**config.mk**
```make
export PLATFORM = sky130hd
export DESIGN_NAME = instr_fetch_ctrl_flat
export DESIGN_NICKNAME = d
export VERILOG_FILES = /design/src/rtl/instr_fetch_ctrl_if.sv /design/src/rtl/instr_fetch_ctrl.sv /design/src/flat_wrapper.sv
export SDC_FILE = /design/constraint.sdc
export NUM_CORES = 1
export LEC_CHECK = 0
export CAP_MARGIN = 20
export CORE_AREA = 2 2 84 86
export DETAILED_ROUTE_END_ITERATION = 7
export DIE_AREA = 0 0 86 88
export PLACE_DENSITY = 0.86
export SLEW_MARGIN = 0
export SYNTH_ARGS = -nofsm -noshare
export SYNTH_HDL_FRONTEND = slang
export SYNTH_SLANG_ARGS = --single-unit
```
**constraint.sdc**
```tcl
create_clock -name clk -period 2.95 [get_ports clk]
set_clock_uncertainty 0.05 [all_clocks]
set_input_delay 0.4425 -clock clk [delete_from_list [all_inputs] [get_ports clk]]
set_output_delay 0.4425 -clock clk [all_outputs]
set_load 0.1 [all_outputs]
```
**src/rtl/instr_fetch_ctrl_if.sv**
```systemverilog
// Fetch-side bus bundle: ROM address/data, decode valid/ready output and branch redirect.
// The controller uses the master modport; the ROM/decode/branch side uses slave.
interface instr_fetch_ctrl_if #(
  parameter int ADDR_WIDTH = 8,
  parameter int DATA_WIDTH = 32
);
  logic [ADDR_WIDTH-1:0] rom_addr;
  logic [DATA_WIDTH-1:0] rom_instr;
  logic                  out_valid;
  logic                  out_ready;
  logic [DATA_WIDTH-1:0] out_instr;
  logic [ADDR_WIDTH-1:0] out_pc;
  logic                  redirect_valid;
  logic [ADDR_WIDTH-1:0] redirect_pc;

  modport master (
    output rom_addr, out_valid, out_instr, out_pc,
    input  rom_instr, out_ready, redirect_valid, redirect_pc
  );

  modport slave (
    input  rom_addr, out_valid, out_instr, out_pc,
    output rom_instr, out_ready, redirect_valid, redirect_pc
  );
endinterface

```
**src/rtl/instr_fetch_ctrl.sv**
```systemverilog
// Instruction fetch sequencer: owns the PC, reads a combinational ROM, registers
// the word for decode over valid/ready, handles redirect/flush and HALT.
//
//   state | meaning
//   IDLE  | waiting for start; redirect only reloads the PC
//   RUN   | fetching one word per cycle whenever the output slot is free
//   HALT  | HALT word seen; drain the pending word, wait for redirect
module instr_fetch_ctrl #(
  parameter int                    ADDR_WIDTH  = 8,
  parameter int                    DATA_WIDTH  = 32,
  parameter logic [ADDR_WIDTH-1:0] RESET_PC    = '0,
  parameter logic [DATA_WIDTH-1:0] HALT_INSTR  = 32'hFFFF_FFFF,
  parameter int                    COUNT_WIDTH = 16
) (
  input  logic                   clk,
  input  logic                   rst_n,
  input  logic                   start,
  instr_fetch_ctrl_if.master     bus,
  output logic                   busy,
  output logic                   halted,
  output logic [COUNT_WIDTH-1:0] instr_count
);

  localparam logic [1:0] IDLE = 2'd0;
  localparam logic [1:0] RUN  = 2'd1;
  localparam logic [1:0] HALT = 2'd2;

  localparam logic [COUNT_WIDTH-1:0] COUNT_MAX = '1;

  logic [1:0]            state;
  logic [ADDR_WIDTH-1:0] pc;
  logic                  valid_q;
  logic [DATA_WIDTH-1:0] instr_q;
  logic [ADDR_WIDTH-1:0] out_pc_q;
  logic                  accept;
  logic                  load;
  logic                  is_halt;

  assign accept  = valid_q && bus.out_ready;
  // Redirect outranks a load, so a fetch never lands in the same cycle as a flush.
  assign load    = (state == RUN) && !bus.redirect_valid && (!valid_q || bus.out_ready);
  assign is_halt = (bus.rom_instr == HALT_INSTR);

  always_ff @(posedge clk or negedge rst_n) begin
    if (!rst_n) begin
      state       <= IDLE;
      pc          <= RESET_PC;
      valid_q     <= 1'b0;
      instr_q     <= '0;
      out_pc_q    <= '0;
      instr_count <= '0;
    end else begin
      if (accept && (instr_count != COUNT_MAX))
        instr_count <= instr_count + 1'b1;

      case (state)
        IDLE: begin
          if (bus.redirect_valid)
            pc <= bus.redirect_pc;
          if (start)
            state <= RUN;
        end
        RUN, HALT: begin
          if (bus.redirect_valid) begin
            pc      <= bus.redirect_pc;
            valid_q <= 1'b0;
            state   <= RUN;
          end else if (state == RUN) begin
            if (load) begin
              instr_q  <= bus.rom_instr;
              out_pc_q <= pc;
              valid_q  <= 1'b1;
              if (is_halt)
                state <= HALT;
              else
                pc <= pc + 1'b1;
            end
          end else if (accept) begin
            valid_q <= 1'b0;
          end
        end
        default: state <= IDLE;
      endcase
    end
  end

  assign bus.rom_addr  = pc;
  assign bus.out_valid = valid_q;
  assign bus.out_instr = instr_q;
  assign bus.out_pc    = out_pc_q;
  assign busy          = (state == RUN);
  assign halted        = (state == HALT);

endmodule

```
**src/flat_wrapper.sv**
```systemverilog
// flat-port wrapper written by rule: the top's interface ports become plain ports
module instr_fetch_ctrl_flat 
#(
  parameter int                    ADDR_WIDTH  = 8,
  parameter int                    DATA_WIDTH  = 32,
  parameter logic [ADDR_WIDTH-1:0] RESET_PC    = '0,
  parameter logic [DATA_WIDTH-1:0] HALT_INSTR  = 32'hFFFF_FFFF,
  parameter int                    COUNT_WIDTH = 16
)
  (clk, rst_n, start, busy, halted, instr_count, bus_rom_addr, bus_out_valid, bus_out_instr, bus_out_pc, bus_rom_instr, bus_out_ready, bus_redirect_valid, bus_redirect_pc);
  instr_fetch_ctrl_if #(.ADDR_WIDTH(ADDR_WIDTH), .DATA_WIDTH(DATA_WIDTH)) bus_i ();
  input  logic clk;
  input  logic rst_n;
  input  logic start;
  output logic busy;
  output logic halted;
  output logic [COUNT_WIDTH-1:0] instr_count;
  output wire logic [$bits(bus_i.rom_addr)-1:0] bus_rom_addr;
  output wire logic [$bits(bus_i.out_valid)-1:0] bus_out_valid;
  output wire logic [$bits(bus_i.out_instr)-1:0] bus_out_instr;
  output wire logic [$bits(bus_i.out_pc)-1:0] bus_out_pc;
  input wire logic [$bits(bus_i.rom_instr)-1:0] bus_rom_instr;
  input wire logic [$bits(bus_i.out_ready)-1:0] bus_out_ready;
  input wire logic [$bits(bus_i.redirect_valid)-1:0] bus_redirect_valid;
  input wire logic [$bits(bus_i.redirect_pc)-1:0] bus_redirect_pc;
  assign bus_rom_addr = bus_i.rom_addr;
  assign bus_out_valid = bus_i.out_valid;
  assign bus_out_instr = bus_i.out_instr;
  assign bus_out_pc = bus_i.out_pc;
  assign bus_i.rom_instr = bus_rom_instr;
  assign bus_i.out_ready = bus_out_ready;
  assign bus_i.redirect_valid = bus_redirect_valid;
  assign bus_i.redirect_pc = bus_redirect_pc;
  instr_fetch_ctrl #(.ADDR_WIDTH(ADDR_WIDTH), .DATA_WIDTH(DATA_WIDTH), .RESET_PC(RESET_PC), .HALT_INSTR(HALT_INSTR), .COUNT_WIDTH(COUNT_WIDTH)) u_core (.clk(clk), .rst_n(rst_n), .start(start), .bus(bus_i), .busy(busy), .halted(halted), .instr_count(instr_count));
endmodule
```
==> results of run 1 <==
[sequential cells by signal, summed over array words and instances (netlist names)]
signal / cells
u_core.instr_count: 16
u_core.bus.out_valid: 1
u_core.bus.out_pc: 8
u_core.bus.out_instr: 32
u_core.bus.rom_addr: 8
u_core.state: 2
[layout make-up]
cell class	count	area, um^2	area share, %
flip-flops and latches	67	1680	38.8
multi-input cells	184	1380	32.0
repair buffers	115	981	22.7
clock buffers	12	145	3.36
well taps	80	100	2.32
inverters	6	22.5	0.521
clock inverters	3	15.0	0.347
[Yosys cell counts, types with 3 or more instances]
cell type	number	area, um^2
sky130_fd_sc_hd__nor3_1	12	60.1
sky130_fd_sc_hd__nand3_1	13	65.1
sky130_fd_sc_hd__xnor2_1	4	35.0
sky130_fd_sc_hd__nor2_1	12	45.0
sky130_fd_sc_hd__nor4_1	4	25.0
sky130_fd_sc_hd__and3_1	3	18.8
sky130_fd_sc_hd__ha_1	6	75.1
sky130_fd_sc_hd__a31oi_1	6	37.5
sky130_fd_sc_hd__mux2_2	41	462
sky130_fd_sc_hd__a21oi_1	6	30.0
sky130_fd_sc_hd__buf_2	6	30.0
sky130_fd_sc_hd__nand2_1	19	71.3
sky130_fd_sc_hd__inv_1	6	22.5
sky130_fd_sc_hd__o21ai_0	5	25.0
sky130_fd_sc_hd__xor2_1	7	61.3
sky130_fd_sc_hd__nand4_1	12	75.1
sky130_fd_sc_hd__o211ai_1	3	22.5
sky130_fd_sc_hd__dfrtp_1	67	1680
sky130_fd_sc_hd__and2_1	3	18.8
[metal layers]
metal | up-vias | global-route usage, % | share of wire, %
met1 | 1204 | 25.4 | 42
met5 | - | 0 | 0
met4 | 0 | 7.50 | 1.6
met3 | 13 | 9.05 | 9.8
li1 | 1213 | - | -
met2 | 104 | 32.4 | 47
[critical path, stage by stage, from the launching register on]
cell	delay (ns)
sky130_fd_sc_hd__dfrtp_1	0.40
sky130_fd_sc_hd__inv_1	0.08
sky130_fd_sc_hd__ha_1	0.42
sky130_fd_sc_hd__o21a_2	0.28
sky130_fd_sc_hd__a41oi_4	0.48
sky130_fd_sc_hd__nor3_1	0.13
sky130_fd_sc_hd__a211oi_1	0.28
sky130_fd_sc_hd__nor3_1	0.09
[final timing paths]
kind | from | to | slack, ns | cells past startpoint
max reg2reg | u_core.state[0]$_DFFE_PN0P_ | u_core.bus.rom_addr[7]$_DFFE_PN0P_ | 0.62 | 7
max | u_core.state[0]$_DFFE_PN0P_ | u_core.bus.rom_addr[7]$_DFFE_PN0P_ | 0.62 | 7
min | rst_n | u_core.instr_count[8]$_DFFE_PN0P_ | 0.04 | 2
max in group asynchronous | rst_n | u_core.bus.out_pc[4]$_DFFE_PN0P_ | 2.35 | 2
min in group clk | u_core.bus.out_pc[3]$_DFFE_PN0P_ | u_core.bus.out_pc[3]$_DFFE_PN0P_ | 0.43 | 2
min reg2reg | u_core.bus.out_pc[3]$_DFFE_PN0P_ | u_core.bus.out_pc[3]$_DFFE_PN0P_ | 0.43 | 2
[metrics by stage]
stage,utilization (%),area (um^2),setup WS (ns)
floorplan,-,3130,0.405
global placement,62.7,4160,0.505
detailed placement,62.7,4160,0.438
CTS,65.1,4320,0.632
global route,65.1,4320,0.499
finish,65.1,4320,0.618
[cell families after synthesis]
family	Yosys count	share of synthesized area (%)
DFF	67	53.6
AOI/OAI and AO/OA	33	7.83
and+or+nand+nor	93	16.1
xor gates and xnor gates	11	3.08
muxes	41	14.7
buffers and inverters	15	2.28
adders and majority gates	6	2.40
==> impl_table.tex, run 1 <==
\begin{tabular}{lr}
\hline
Metric & Value \\
\hline
\multicolumn{2}{l}{\textbf{Timing}} \\
\quad Endpoints failing hold & 0 \\
\quad Transition time at the pin with the least slew margin & between 0.5 and 0.6 ns \\
\quad RSZ-0062 raised after global routing & no \\
\quad Final setup violating endpoints & 0 \\
\quad Fmax & $\sim$430 MHz \\
\quad Total Neg Setup Slack & 0 ns \\
\quad Final max-slew violation count & 0 \\
\quad Shortest period the worst path allows & $\sim$2.3 ns \\
\quad Hold slack final & between 0.03 and 0.04 ns \\
\quad Worst slew slack as a fraction of its limit & 63.2\% \\
\quad Final period util & approximately four fifths \\
\multicolumn{2}{l}{\textbf{Clock tree}} \\
\quad Buffer count from post-CTS setup fixing & 0 \\
\quad Number of buffers between clock root and the deepest sink & 2 \\
\quad Post-cts sizing count & 0 \\
\quad Number of hold-repair buffers added at the cts stage & 0 \\
\quad Clock tree from TritonCTS & done \\
\quad Number of CTS-inserted buffers & 9 \\
\quad Clock input transition at the sequential cells of the worst setup and hold paths & about 0.070 ns \\
\quad Total number of clock tree sinks & 67 \\
\quad Root Driver & sky130\_fd\_sc\_hd\_\_clkbuf\_8 \\
\quad Max H-tree Level & 3 \\
\quad Insertion delay to the later sink of the worst-skew pair & around 0.35 ns \\
\multicolumn{2}{l}{\textbf{Final layout}} \\
\quad Final \#Nets & $\sim$430 \\
\quad Area delta synth->final & 38.1\% \\
\quad Commonest cells after routing, fill and taps aside & sky130\_fd\_sc\_hd\_\_buf\_4, sky130\_fd\_sc\_hd\_\_dfrtp\_1, sky130\_fd\_sc\_hd\_\_clkdlybuf4s50\_1, sky130\_fd\_sc\_hd\_\_mux2\_2, sky130\_fd\_sc\_hd\_\_nand2\_1 \\
\quad Filler Cell Count & approximately 540 \\
\quad Most common cell after layout, fill and taps aside & sky130\_fd\_sc\_hd\_\_buf\_4 \\
\quad Cell Count, Final, Fillers Out & 467 \\
\quad Number of inserted diodes & 0 \\
\quad Share of post-route cells with drive strength above 1 & 34.6\% \\
\multicolumn{2}{l}{\textbf{Synth}} \\
\quad Synth Register Bits & 67 \\
\quad Synthesized net count & between 300 and 400 \\
\quad Share of synthesized flip-flops with an asynchronous set or reset & 100\% \\
\quad Number of enable flip-flop cells after synthesis & 0 \\
\quad Number of unique standard cell types used by synthesis & 42 \\
\quad Avg Synthesized Cell Area & between 10 and 15 um\^{}2 \\
\quad Synth Cell Area & around 0.0031 mm\^{}2 \\
\quad Sequential-to-total area share from yosys stat & between 50\% and 60\% \\
\quad Syn Inst Count & 266 \\
\quad Yosys Warn Count & 0 \\
\quad Top flip-flop cell by instance count after synthesis & sky130\_fd\_sc\_hd\_\_dfrtp\_1 \\
\multicolumn{2}{l}{\textbf{Outcome}} \\
\quad Run status & finished clean \\
\multicolumn{2}{l}{\textbf{Floorplanning}} \\
\quad Vert. Die Dim & roughly 88 um \\
\quad Core footprint & approximately 0.0066 mm\^{}2 \\
\quad Number of cell rows & 30 \\
\quad Die Area & approximately 0.0076 mm\^{}2 \\
\quad Starting Density & a little under half \\
\quad Width of the die & between 80 and 90 um \\
\quad Top-Level Pins & approximately 110 \\
\multicolumn{2}{l}{\textbf{GRT}} \\
\quad GRT Resource Usage Total & between 20\% and 30\% \\
\quad Pin count of the biggest net entering global routing & between 40 and 50 \\
\quad First-pass GRT wire length & about 12,000 um \\
\quad Initial antenna violation count & 0 \\
\quad Total gr overflow & 0 \\
\quad Vias in the first global route & 2,554 \\
\multicolumn{2}{l}{\textbf{Place}} \\
\quad Last weighted congestion value of the routability-driven placer & $\sim$0.85 \\
\quad Buffers added on ports & 111 \\
\quad Dpl cells & around 450 \\
\quad Post-DP HPWL & around 5500 um \\
\multicolumn{2}{l}{\textbf{Min path}} \\
\quad Hold/Removal Path Class & primary input to asynchronous set/reset pin \\
\multicolumn{2}{l}{\textbf{Drt}} \\
\quad Total Routed Length & $\sim$7400 um \\
\quad Routed vias/inst & between 5 and 6 \\
\quad Number of remaining DRC errors & 0 \\
\quad Average routed wire per standard cell & between 15 and 20 um \\
\quad Iteration count of the initial detailed-routing pass & 4 \\
\quad Routed Antenna Nets & 0 \\
\quad Vias after detailed routing & about 2.5k \\
\quad First-iteration detailed-routing DRC count & 135 \\
\multicolumn{2}{l}{\textbf{Worst setup path}} \\
\quad Crit path launch type & flop \\
\quad Arrival time reported for the critical path endpoint & between 2 and 3 ns \\
\quad Critical path capture point type & flop \\
\quad Highest fanout seen on the critical path & 19 \\
\quad CP Class & flop to flop \\
\quad Data required time of the worst path & roughly 3.1 ns \\
\multicolumn{2}{l}{\textbf{Job}} \\
\quad Max Cap Violations & 0 \\
\hline
\end{tabular}
Power of run 1 is not shown: default switching activity piles up to over one toggle a cycle in this logic, so the estimate is an artifact.
==> inputs of run 2 (changes only) <==
CORE_AREA = 2 2 87 89   (was 2 2 84 86)
DIE_AREA = 0 0 89 91   (was 0 0 86 88)
PLACE_DENSITY = 0.81   (was 0.86)
clock period = 2.3 ns   (was 2.95 ns; I/O delays follow)
==> impl_table.tex, run 2 (synthesis results as in run 1) <==
\begin{tabular}{lr}
\hline
Metric & Value \\
\hline
\multicolumn{2}{l}{\textbf{Outcome}} \\
\quad Run status & finished clean \\
\multicolumn{2}{l}{\textbf{Clock tree}} \\
\quad Buffer count from post-CTS setup fixing & 0 (unchanged) \\
\quad Max H-tree Level & 3 (unchanged) \\
\quad Clock input transition at the sequential cells of the worst setup and hold paths & 0.08 ns (about the same) \\
\quad Root Driver & sky130\_fd\_sc\_hd\_\_clkbuf\_8 \\
\quad Insertion delay to the later sink of the worst-skew pair & 0.33 ns (-0.02 ns) \\
\quad Number of buffers between clock root and the deepest sink & 2 (unchanged) \\
\quad Number of CTS-inserted buffers & 9 (unchanged) \\
\quad Clock tree from TritonCTS & done \\
\quad Total number of clock tree sinks & 67 (unchanged) \\
\multicolumn{2}{l}{\textbf{Drt}} \\
\quad Routed vias/inst & 5.25 (-3.3\%) \\
\quad Average routed wire per standard cell & 15.1 um (-4.8\%) \\
\quad Vias after detailed routing & 2,592 (+2.3\%) \\
\quad First-iteration detailed-routing DRC count & 101 (-25\%) \\
\quad Number of remaining DRC errors & 0 (unchanged) \\
\quad Routed Antenna Nets & 0 (unchanged) \\
\quad Total Routed Length & 7440 um (+0.66\%) \\
\quad Iteration count of the initial detailed-routing pass & 5 (+1) \\
\multicolumn{2}{l}{\textbf{Final layout}} \\
\quad Cell Count, Final, Fillers Out & 494 (+5.8\%) \\
\quad Filler Cell Count & 624 (+15\%) \\
\quad Most common cell after layout, fill and taps aside & sky130\_fd\_sc\_hd\_\_buf\_4 \\
\quad Number of inserted diodes & 0 (unchanged) \\
\quad Commonest cells after routing, fill and taps aside & sky130\_fd\_sc\_hd\_\_buf\_4, sky130\_fd\_sc\_hd\_\_dfrtp\_1, sky130\_fd\_sc\_hd\_\_clkdlybuf4s50\_1, sky130\_fd\_sc\_hd\_\_mux2\_2, sky130\_fd\_sc\_hd\_\_nand2\_1 \\
\quad Final \#Nets & 441 (+1.6\%) \\
\quad Max reg flops & 32 (unchanged) \\
\quad Area of the multi-input gates & 0.00139 mm\^{}2 (+0.54\%) \\
\quad Register cell area after layout & 0.00168 mm\^{}2 (+0.45\%) \\
\quad Area delta synth->final & 42.0\% \\
\quad Share of post-route cells with drive strength above 1 & 38.5\% (+3.9 points) \\
\quad Post-route core utilization & 62.3\% (-2.8 points) \\
\multicolumn{2}{l}{\textbf{Worst setup path}} \\
\quad CP Class & flop to flop \\
\quad Highest fanout seen on the critical path & 18 (-1) \\
\quad Crit path launch type & flop \\
\quad Arrival time reported for the critical path endpoint & 2.29 ns (-0.21 ns) \\
\quad Data required time of the worst path & 2.47 ns (-0.65 ns) \\
\quad Launch point of the worst reg-to-reg path & u\_core.state[0]\$\_DFFE\_PN0P\_ \\
\quad Timing startpoint of the critical path & u\_core.state[0]\$\_DFFE\_PN0P\_ \\
\quad FF-to-FF setup slack & 0.18 ns (-0.44 ns) \\
\quad Critical path capture point type & flop \\
\multicolumn{2}{l}{\textbf{Timing}} \\
\quad Worst slew slack as a fraction of its limit & 75.4\% (+12 points) \\
\quad Final period util & 92.2\% (+13 points) \\
\quad Fmax & 472 MHz (+10\%) \\
\quad Endpoints failing hold & 0 (unchanged) \\
\quad Final setup violating endpoints & 0 (unchanged) \\
\quad Shortest period the worst path allows & 2.12 ns (-0.212 ns) \\
\quad Final max-slew violation count & 0 (unchanged) \\
\quad Transition time at the pin with the least slew margin & 0.365 ns (-0.186 ns) \\
\quad RSZ-0062 raised after global routing & no \\
\quad Total Neg Setup Slack & 0 ns (unchanged) \\
\multicolumn{2}{l}{\textbf{Floorplanning}} \\
\quad Width of the die & 89 um (+3.5\%) \\
\quad Core footprint & 0.00714 mm\^{}2 (+7.4\%) \\
\quad Number of cell rows & 31 (+3.3\%) \\
\quad Vert. Die Dim & 91 um (+3.4\%) \\
\quad Die Area & 0.00810 mm\^{}2 (+7.0\%) \\
\quad Starting Density & 43.9\% (-3.3 points) \\
\quad Top-Level Pins & 112 (unchanged) \\
\multicolumn{2}{l}{\textbf{Job}} \\
\quad Max Cap Violations & 0 (unchanged) \\
\multicolumn{2}{l}{\textbf{GRT}} \\
\quad Initial antenna violation count & 0 (unchanged) \\
\quad Total gr overflow & 0 (unchanged) \\
\quad GRT Resource Usage Total & 19.1\% (-1.5 points) \\
\quad Vias in the first global route & 2,557 (+0.12\%) \\
\quad Pin count of the biggest net entering global routing & 68 (+62\%) \\
\quad First-pass GRT wire length & 12,100 um (+1.3\%) \\
\multicolumn{2}{l}{\textbf{Place}} \\
\quad Dpl cells & 477 (+5.5\%) \\
\quad Last weighted congestion value of the routability-driven placer & 0.836 (-1.8\%) \\
\quad Post-DP HPWL & 5610 um (+1.2\%) \\
\quad Buffers added on ports & 111 (unchanged) \\
\multicolumn{2}{l}{\textbf{Min path}} \\
\quad Hold/Removal Path Class & flop to flop \\
\quad Worst Hold Launch & u\_core.instr\_count[0]\$\_DFFE\_PN0P\_ \\
\hline
\end{tabular}
-- run 2: changes by cell type in the layout (fill, tap and decap cells not counted), sizes merged --
cell and change:
buf +6, clkbuf -3, clkinvlp +2, inv +2, dlygate4sd3 +1
-- run 2: per-layer routing --
metal	up-vias	share of wire, %	global-route usage, %	routed length [um]
met2	96	48	29.7	3560
met1	1257	42	24.1	3120
met5	-	0	0	0
met3	7	8.8	7.73	657
met4	0	1.3	6.09	95
li1	1232	-	-	-
-- run 2: repair_timing --
item,4_1_cts,5_1_grt
hold buffers,1,0
gates resized for setup,0,1
setup endpoints to repair,0,5
endpoints found under the hold margin,67,0
-- run 2: final cells by class --
cell class,count,share of cell area [%]
clock buffers,9,2.79
multi-input cells,184,31.3
well taps,99,2.79
repair buffers,122,23.6
inverters,6,0.507
clock inverters,7,1.15
flip-flops and latches,67,37.9
-- run 2: worst paths after layout --
path                                                            end  cells after the start
min in group asynchronous       u_core.bus.out_instr[7]$_DFFE_PN0P_                      3
worst max register to register   u_core.bus.rom_addr[7]$_DFFE_PN0P_                      8
max in group asynchronous         u_core.instr_count[1]$_DFFE_PN0P_                      3
worst max-delay path             u_core.bus.rom_addr[7]$_DFFE_PN0P_                      8
worst min-delay path              u_core.instr_count[0]$_DFFE_PN0P_                      1
worst min register to register    u_core.instr_count[0]$_DFFE_PN0P_                      1
-- run 2: critical path, stage by stage, from the launching register on --
cell and delay, ns:
sky130_fd_sc_hd__dfrtp_1 0.42, sky130_fd_sc_hd__inv_1 0.10, sky130_fd_sc_hd__ha_2 0.34, sky130_fd_sc_hd__o21a_2 0.26, sky130_fd_sc_hd__a41oi_4 0.17, sky130_fd_sc_hd__buf_4 0.24, sky130_fd_sc_hd__nor3_1 0.08, sky130_fd_sc_hd__a211oi_1 0.25
sky130_fd_sc_hd__nor3_1 0.09
-- run 2: metrics by stage --
step	worst slack (ns)	hold WS [ns]	instance area, um^2
floorplan	0.00389	-0.000591	3140
global placement	0.0710	0.345	4260
detailed placement	0.0329	0.343	4260
CTS	0.0833	0.452	4440
global route	0.0398	0.471	4440
finish	0.181	0.454	4440
Power of run 2 is left out for the same reason.
==> inputs of run 3 (changes only) <==
--- a/constraint.sdc
+++ b/constraint.sdc
@@ -3,3 +3,3 @@
 set_input_delay 0.345 -clock clk [delete_from_list [all_inputs] [get_ports clk]]
 set_output_delay 0.345 -clock clk [all_outputs]
-set_load 0.1 [all_outputs]
+set_load 0.01 [all_outputs]
==> impl_table.tex, run 3 (synthesis results as in run 1) <==
\begin{tabular}{lr}
\hline
Metric & Value \\
\hline
\multicolumn{2}{l}{\textbf{Final layout}} \\
\quad Most common cell after layout, fill and taps aside & sky130\_fd\_sc\_hd\_\_clkdlybuf4s50\_1 \\
\quad Register cell area after layout & 0.00168 mm\^{}2 (-0.45\%) \\
\quad Number of inserted diodes & 0 (unchanged) \\
\quad Area delta synth->final & 47.9\% \\
\quad Share of post-route cells with drive strength above 1 & 18.7\% (-20 points) \\
\quad Max reg flops & 32 (unchanged) \\
\quad Post-layout instance area & 0.00463 mm\^{}2 (+4.2\%) \\
\quad Final \#Nets & 441 (unchanged) \\
\quad Commonest cells after routing, fill and taps aside & sky130\_fd\_sc\_hd\_\_clkdlybuf4s50\_1, sky130\_fd\_sc\_hd\_\_dfrtp\_1, sky130\_fd\_sc\_hd\_\_mux2\_2, sky130\_fd\_sc\_hd\_\_nand2\_1, sky130\_fd\_sc\_hd\_\_nand3\_1 \\
\quad Filler Cell Count & 588 (-5.8\%) \\
\quad Area of the multi-input gates & 0.00138 mm\^{}2 (-0.54\%) \\
\multicolumn{2}{l}{\textbf{Place}} \\
\quad Area after DPL & 0.00441 mm\^{}2 (+3.6\%) \\
\quad Buffers added on ports & 111 (unchanged) \\
\quad Post-DP HPWL & 5560 um (-0.80\%) \\
\quad Last weighted congestion value of the routability-driven placer & 0.874 (+4.6\%) \\
\multicolumn{2}{l}{\textbf{Clock tree}} \\
\quad Clock tree from TritonCTS & done \\
\quad Buffer count from post-CTS setup fixing & 0 (unchanged) \\
\quad Insertion delay to the later sink of the worst-skew pair & 0.34 ns (about the same) \\
\quad Root Driver & sky130\_fd\_sc\_hd\_\_clkbuf\_8 \\
\quad Total number of clock tree sinks & 67 (unchanged) \\
\quad Number of CTS-inserted buffers & 9 (unchanged) \\
\quad Number of buffers between clock root and the deepest sink & 2 (unchanged) \\
\quad Max H-tree Level & 3 (unchanged) \\
\quad Clock input transition at the sequential cells of the worst setup and hold paths & 0.07 ns (about the same) \\
\multicolumn{2}{l}{\textbf{Timing}} \\
\quad RSZ-0062 raised after global routing & no \\
\quad Endpoints failing hold & 0 (unchanged) \\
\quad Fmax & 465 MHz (-1.4\%) \\
\quad Total Neg Setup Slack & 0 ns (unchanged) \\
\quad Final setup violating endpoints & 0 (unchanged) \\
\quad Transition time at the pin with the least slew margin & 0.565 ns (+0.200 ns) \\
\quad Shortest period the worst path allows & 2.15 ns (+0.0303 ns) \\
\quad Worst slew slack as a fraction of its limit & 62.3\% (-13 points) \\
\quad Final period util & 93.5\% (+1.3 points) \\
\quad Final max-slew violation count & 0 (unchanged) \\
\multicolumn{2}{l}{\textbf{Floorplanning}} \\
\quad Number of cell rows & 31 (unchanged) \\
\quad Width of the die & 89 um (unchanged) \\
\quad Core footprint & 0.00714 mm\^{}2 (unchanged) \\
\quad Vert. Die Dim & 91 um (unchanged) \\
\quad Die Area & 0.00810 mm\^{}2 (unchanged) \\
\quad Starting Density & 43.9\% (unchanged) \\
\quad Top-Level Pins & 112 (unchanged) \\
\multicolumn{2}{l}{\textbf{Outcome}} \\
\quad Run status & finished clean \\
\multicolumn{2}{l}{\textbf{Worst setup path}} \\
\quad Highest fanout seen on the critical path & 9 (-9) \\
\quad Launch point of the worst reg-to-reg path & u\_core.state[1]\$\_DFFE\_PN0P\_ \\
\quad Crit path launch type & flop \\
\quad Critical path capture point type & flop \\
\quad Arrival time reported for the critical path endpoint & 2.38 ns (+0.09 ns) \\
\quad Data required time of the worst path & 2.53 ns (+0.06 ns) \\
\quad Timing startpoint of the critical path & u\_core.state[1]\$\_DFFE\_PN0P\_ \\
\quad CP Class & flop to flop \\
\multicolumn{2}{l}{\textbf{Drt}} \\
\quad Routed vias/inst & 5.29 (+0.73\%) \\
\quad Vias after detailed routing & 2,611 (+0.73\%) \\
\quad Iteration count of the initial detailed-routing pass & 7 (+2) \\
\quad Routed Antenna Nets & 0 (unchanged) \\
\quad First-iteration detailed-routing DRC count & 82 (-19\%) \\
\quad Average routed wire per standard cell & 15.1 um (+0.43\%) \\
\quad Total Routed Length & 7470 um (+0.43\%) \\
\quad Number of remaining DRC errors & 0 (unchanged) \\
\multicolumn{2}{l}{\textbf{GRT}} \\
\quad Pin count of the biggest net entering global routing & 46 (-32\%) \\
\quad Vias in the first global route & 2,641 (+3.3\%) \\
\quad GRT Resource Usage Total & 19.3\% (+0.25 points) \\
\quad Total gr overflow & 0 (unchanged) \\
\quad Initial antenna violation count & 0 (unchanged) \\
\quad First-pass GRT wire length & 12,200 um (+0.69\%) \\
\multicolumn{2}{l}{\textbf{Min path}} \\
\quad Hold/Removal Path Class & flop to flop \\
\quad Worst Hold Launch & u\_core.bus.out\_pc[3]\$\_DFFE\_PN0P\_ \\
\multicolumn{2}{l}{\textbf{Pwr}} \\
\quad Power density cells & approximately 1200 mW/mm\^{}2 \\
\quad Static Leakage & 1.92 nW \\
\quad Highest ir drop seen on vdd & 0.000741 V \\
\multicolumn{2}{l}{\textbf{Job}} \\
\quad Max Cap Violations & 0 (unchanged) \\
\hline
\end{tabular}
[run 3: per-stage QoR]
step / setup WS (ns) / hold slack, ns / util (%) / power (mW) / cells
floorplan: 0.291 / -0.000591 / - / 3.14 / 266
global placement: 0.0629 / 0.314 / 61.8 / 4.44 / 477
detailed placement: -0.00298 / 0.321 / 61.8 / 4.51 / 477
CTS: 0.168 / 0.438 / 64.9 / 5.58 / 494
global route: 0.0791 / 0.448 / 64.9 / 5.86 / 494
finish: 0.150 / 0.436 / 64.9 / 5.53 / 494
[run 3: report_power, final]
group | leakage [nW] | internal (mW) | switching, mW
registers | 0.824 | 1.66 | 0.364
clock network | 0.103 | 0.607 | 0.443
logic | 0.989 | 1.45 | 1.00
[run 3: critical path: stages, from the launching register on]
cell and delay (ns):
sky130_fd_sc_hd__dfrtp_1 0.40, sky130_fd_sc_hd__inv_1 0.08, sky130_fd_sc_hd__ha_1 0.45, sky130_fd_sc_hd__o21a_2 0.23, sky130_fd_sc_hd__a41oi_4 0.05, sky130_fd_sc_hd__or3_1 0.33, sky130_fd_sc_hd__or4_1 0.41, sky130_fd_sc_hd__nand3_1 0.10
[run 3: layout make-up]
cell class,instances,area share [%]
clock inverter,5,1.68
inverter,6,0.486
multi-input combinational,184,29.9
tap,99,2.67
clock buffer,11,2.84
timing repair buffer,122,26.3
sequential,67,36.2
[run 3: final timing paths]
kind / endpoint / slack, ns / cells after the start
max in group asynchronous: u_core.bus.out_instr[29]$_DFFE_PN0P_ / 1.08 / 3
worst max-delay path: u_core.bus.rom_addr[6]$_DFFE_PN0P_ / 0.15 / 7
min in group asynchronous: u_core.instr_count[9]$_DFFE_PN0P_ / 0.48 / 2
worst max register to register: u_core.bus.rom_addr[6]$_DFFE_PN0P_ / 0.15 / 7
worst min register to register: u_core.bus.out_pc[3]$_DFFE_PN0P_ / 0.44 / 2
worst min-delay path: u_core.bus.out_pc[3]$_DFFE_PN0P_ / 0.44 / 2
[run 3: what timing repair did]
item / in CTS / in global routing
gates resized for setup: 0 / 0
setup endpoints to repair: 0 / 0
hold buffers: 1 / 0
endpoints found under the hold margin: 22 / 0
[run 3: per-layer routing]
layer | vias to the layer above | global-route usage [%] | wire length [um]
met2 | 112 | 29.9 | 3450
met3 | 14 | 8.82 | 795
li1 | 1223 | - | -
met5 | - | 0 | 0
met4 | 0 | 7.71 | 108
met1 | 1262 | 23.3 | 3110
No activity file was read; power rests on OpenSTA's default activity.
